--- src/rtl/dbscan_result_streamer.sv ---
// dbscan_result_streamer: walks point memory 0..count-1 after clustering and
// emits one {idx, coords, label, core, last} record per point on a valid/ready stream.
module dbscan_result_streamer #(
  parameter int MAX_N = 64,
  localparam int AW = $clog2(MAX_N)
) (
  input  logic          clk,
  input  logic          rst_n,
  input  logic          start,
  input  logic [AW:0]   n_points,
  output logic          busy,
  output logic          done,
  output logic [AW-1:0] raddr,
  input  logic [7:0]    mem_x,
  input  logic [7:0]    mem_y,
  input  logic [7:0]    mem_z,
  input  logic [3:0]    mem_label,
  input  logic          mem_core,
  output logic          out_valid,
  input  logic          out_ready,
  output logic [AW-1:0] out_idx,
  output logic [7:0]    out_x,
  output logic [7:0]    out_y,
  output logic [7:0]    out_z,
  output logic [3:0]    out_label,
  output logic          out_core,
  output logic          out_last
);
  localparam int RW = AW + 30;
  localparam logic [AW:0] MAX_C = (AW+1)'(MAX_N);
  typedef enum logic [1:0] {IDLE, STREAM, FLUSH} state_t;
  state_t        state_q, state_d;
  logic [AW-1:0] idx_q, idx_d;
  logic [AW:0]   count_q, count_d;
  logic [RW-1:0] rec_q, rec_d;
  logic          valid_q, valid_d, done_q, done_d, is_last;
  assign is_last = {1'b0, idx_q} == count_q - 1'b1;
  assign raddr = state_q == STREAM ? idx_q : '0;
  assign busy = state_q != IDLE;
  assign done = done_q;
  assign out_valid = valid_q;
  assign {out_last, out_core, out_label, out_z, out_y, out_x, out_idx} = rec_q;
  always_comb begin
    state_d = state_q;
    idx_d = idx_q;
    count_d = count_q;
    rec_d = rec_q;
    valid_d = valid_q;
    done_d = 1'b0;
    case (state_q)
      IDLE: if (start) begin
        done_d = n_points == '0;
        if (n_points != '0) begin
          count_d = n_points > MAX_C ? MAX_C : n_points;
          idx_d = '0;
          state_d = STREAM;
        end
      end
      // The output register is the only buffer: refill it only when empty or draining.
      STREAM: if (!valid_q || out_ready) begin
        rec_d = {is_last, mem_core, mem_label, mem_z, mem_y, mem_x, idx_q};
        valid_d = 1'b1;
        idx_d = idx_q + 1'b1;
        state_d = is_last ? FLUSH : STREAM;
      end
      FLUSH: if (valid_q && out_ready) begin
        valid_d = 1'b0;
        done_d = 1'b1;
        state_d = IDLE;
      end
      default: state_d = IDLE;
    endcase
  end
  always_ff @(posedge clk or negedge rst_n) begin
    if (!rst_n) begin
      state_q <= IDLE;
      idx_q <= '0;
      count_q <= '0;
      rec_q <= '0;
      valid_q <= 1'b0;
      done_q <= 1'b0;
    end else begin
      state_q <= state_d;
      idx_q <= idx_d;
      count_q <= count_d;
      rec_q <= rec_d;
      valid_q <= valid_d;
      done_q <= done_d;
    end
  end
endmodule

--- config.mk ---
export PLATFORM = sky130hd
export DESIGN_NAME = dbscan_result_streamer
export DESIGN_NICKNAME = d
export VERILOG_FILES = /design/src/rtl/dbscan_result_streamer.sv
export SDC_FILE = /design/constraint.sdc
export NUM_CORES = 1
export LEC_CHECK = 0
export CAP_MARGIN = 40
export CORE_MARGIN = 2
export CORE_UTILIZATION = 45
export DETAILED_ROUTE_END_ITERATION = 10
export HOLD_SLACK_MARGIN = 0.05
export PLACE_DENSITY = 0.79
export SLEW_MARGIN = 20
export SYNTH_ARGS = -nofsm -noshare
export SYNTH_HDL_FRONTEND = slang
export SYNTH_SLANG_ARGS = --single-unit
--- constraint.sdc ---
create_clock -name clk -period 2.45 [get_ports clk]
set_input_delay 0.49 -clock clk [delete_from_list [all_inputs] [get_ports clk]]
set_output_delay 0.49 -clock clk [all_outputs]
set_load 0.01 [all_outputs]
==> results_dict.tcl <==
set metrics [dict create \
    clock_path_buffers 2 \
    antenna_left 0 \
    crit_path_top_delay_cell "clkdlybuf4s50_1" \
    cp.arrival_ps 1770 \
    cp.required_ps 1960 \
    insertion_delay_ps 300 \
    vias 1913 \
    critPathMaxFanout 9 \
    synth.avg_cell_area_um2 11.9 \
    rsz0062_at_grt "no" \
    cts_tree "built" \
    synth_compound_area_share_pct 10.1 \
    overflow 0 \
    drtIter0Drc 87 \
    place_ws_ps 217 \
    place_inst 356 \
    synthSimpleGateAreaFrac_pct 12.3 \
    dr.pass1.iters 4 \
    synth_area_um2 2420 \
    critPathBufInv 1 \
    dp.final_hpwl_um 3880 \
    hold_buffers 0 \
    fin_ws_ps 194 \
    cts.sinks 53 \
    worstMarginPinSlew_ps 430 \
    fmax_mhz 443 \
    die_area_um2 5990 \
    num_io_pins 85 \
    finalSetupViolations 0 \
    antenna_cells 0 \
    grt_pass1_vias 1885 \
    synth-seq-cells 53 \
    seq_area_frac_synth_pct 54.7 \
    synth_nets 246 \
    grt_pass1_wl_um 8960 \
    finalSetupTns_ps 0 \
    grt_max_degree 54 \
    h-tree-depth 2 \
    min_period_ps 2260 \
    synthAdderAreaFrac_pct 1.03 \
    core_region_area_um2 5140 \
    syn_inst 204 \
    relSlewSlack_pct 71.1 \
    via_per_inst 5.27 \
    ir_worst_vdd_v 0.000716 \
    cp_top_family "simple AND/OR/NAND/NOR gates" \
    slew_violations 0 \
    cp-end-kind "output pin" \
    syn_to_final_growth_pct 44.0 \
    fin_util_pct 67.9 \
    fp.dieH_um 77.4 \
    cts_resized 0 \
    critical_path_class "register to output pin" \
    slowest_delay_ps 540 \
    yosysUniqueCellTypes 38 \
    cts_buffers 5 \
    start_util_pct 47.2 \
    cp-start-kind "register" \
    cts_root_buf "clkbuf_8" \
    status "completed" \
    clkSlewWorstSetupHoldPaths_ps 90 \
    antenna_found_initial 0 \
    layout.nets 335 \
    grtUsageTotal_pct 18.8 \
    rows 26 \
    portBuffers 84 \
    place_area_um2 3390 \
    power_density_nw_per_um2 1230 \
    synth_top_family_by_area "multiplexers" \
    synth_xor_area_share_pct 2.53 \
    min_period_over_period_pct 92.1 \
    drc 0 \
    synth.area.mux_share_pct 16.3 \
    die_x_um 77.4 \
    drive_above_1_share_pct 17.4 \
    routed_wl_um 5310 \
    p_leak_uw 0.00144 \
    hold_viol 0 \
    finClkSkew_ps 3.89 \
    yosysWarnings 0 \
    avgRoutedWirePerCell_um 14.6 \
    final_area_um2 3490 \
    gp_congestion 0.750 \
    crit_chain "and2b_1 -> and2_1 -> clkdlybuf4s50_1" \
    instances_no_fill 363 \
    min_path_type "input port to asynchronous set/reset pin" \
    postCtsSetupBuffers 0 \
    max_cap_viol_count 0 \
]
-- worst reg2reg max path, stage by stage (launching register included) --
cell and delay, ps:
dfrtp_1 360, inv_1 50, ha_1 270, and2b_1 190, or3_1 340, a31oi_1 290, o2111ai_1 190, a32o_1 230
-- state kept, by name, indices dropped and copies added (netlist names) --
name,cells
count_q,7
done,1
idx_q,6
out_valid,1
rec_q,36
state_q,2
-- area by class of cell --
class,count,area [um^2]
Clock buffer,5,68.8
Sequential cell,53,1330
Clock inverter,2,35.0
Fill cell,454,1650
Multi-Input combinational cell,136,1020
Tap cell,70,87.6
Inverter,6,22.5
Timing Repair Buffer,91,926
-- path summary, 6_finish.rpt --
path / startpoint / end / slack, ps / cells past startpoint
worst max-delay path: state_q[1] / raddr[5] / 190 / 3
worst min-delay path: rst_n / rec_q[35] / 160 / 2
worst max register to register: count_q[0] / state_q[0] / 410 / 7
worst min register to register: rec_q[17] / rec_q[17] / 510 / 1
max in group asynchronous: rst_n / rec_q[5] / 2050 / 2
min in group clk: rec_q[17] / rec_q[17] / 510 / 1
-- synth_stat cells --
library cell	instances	area (um^2)
a2111o_1	1	11.3
a211o_1	1	8.76
a211oi_1	1	7.51
a21boi_1	1	7.51
a21o_1	1	7.51
a21oi_1	9	45.0
a22o_1	1	8.76
a2bb2oi_1	1	8.76
a31oi_1	5	31.3
a32o_1	2	20.0
and2_1	8	50.1
and2b_1	2	15.0
and3b_1	1	8.76
buf_2	6	30.0
buf_4	3	22.5
dfrtp_1	53	1330
ha_1	2	25.0
inv_1	6	22.5
mux2_2	35	394
nand2_1	11	41.3
nand2b_1	9	56.3
nand3_1	3	15.0
nand3b_1	2	15.0
nand4_1	1	6.26
nand4b_1	1	8.76
nor2_1	6	22.5
nor2b_1	1	6.26
nor3_1	4	20.0
nor3b_1	1	7.51
nor4_1	1	6.26
o2111ai_1	1	8.76
o21ai_0	9	45.0
o21ai_1	1	5.00
o21bai_1	1	7.51
o22ai_1	1	6.26
o31ai_1	2	15.0
or3_1	3	18.8
xnor2_1	7	61.3
-- kinds of logic (layout without fill, tap and decap cells) --
group	count (synthesis)	after routing
buffers and inverters	15	104
flip-flops	53	53
adder cells (fa/ha/maj)	2	2
multiplexers	35	35
XOR/XNOR	7	7
AND/OR/NAND/NOR	54	54
AO/OA/AOI/OAI	38	38
-- per-layer routing --
metal / up-vias / GRT usage [%] / routed length [um]
met3: 6 / 4.77 / 270
met4: 0 / 5.00 / 56
li1: 899 / - / -
met5: - / 0 / 0
met1: 939 / 24.6 / 2400
met2: 69 / 31.6 / 2590
-- report_power, final --
| group | switching (uW) | total [uW] | internal (uW) |
|---|---|---|---|
| sequential | 302 | 1570 | 1260 |
| clock | 268 | 565 | 297 |
| combinational | 889 | 2160 | 1270 |
-- placed cells by master (no fill, tap or decap), types with 3 or more instances in the layout --
cell,n
nand2_1,11
nand2b_1,9
clkdlybuf4s50_1,83
and2_1,7
o21ai_0,9
inv_1,6
nand3_1,3
clkbuf_8,5
buf_12,3
dfrtp_1,53
xnor2_1,7
mux2_2,35
or3_1,3
buf_4,4
a21oi_1,9
a31oi_1,5
nor3_1,4
nor2_1,6
-- stage by stage --
stage / power [uW] / hold WS [ps]
after global placement: 3680 / 489
after global routing: 4590 / 184
after detailed placement: 3750 / 495
after floorplan: 2700 / 194
final: 4290 / 157
after CTS: 4340 / 174
Power figures use the tool's default switching activity.
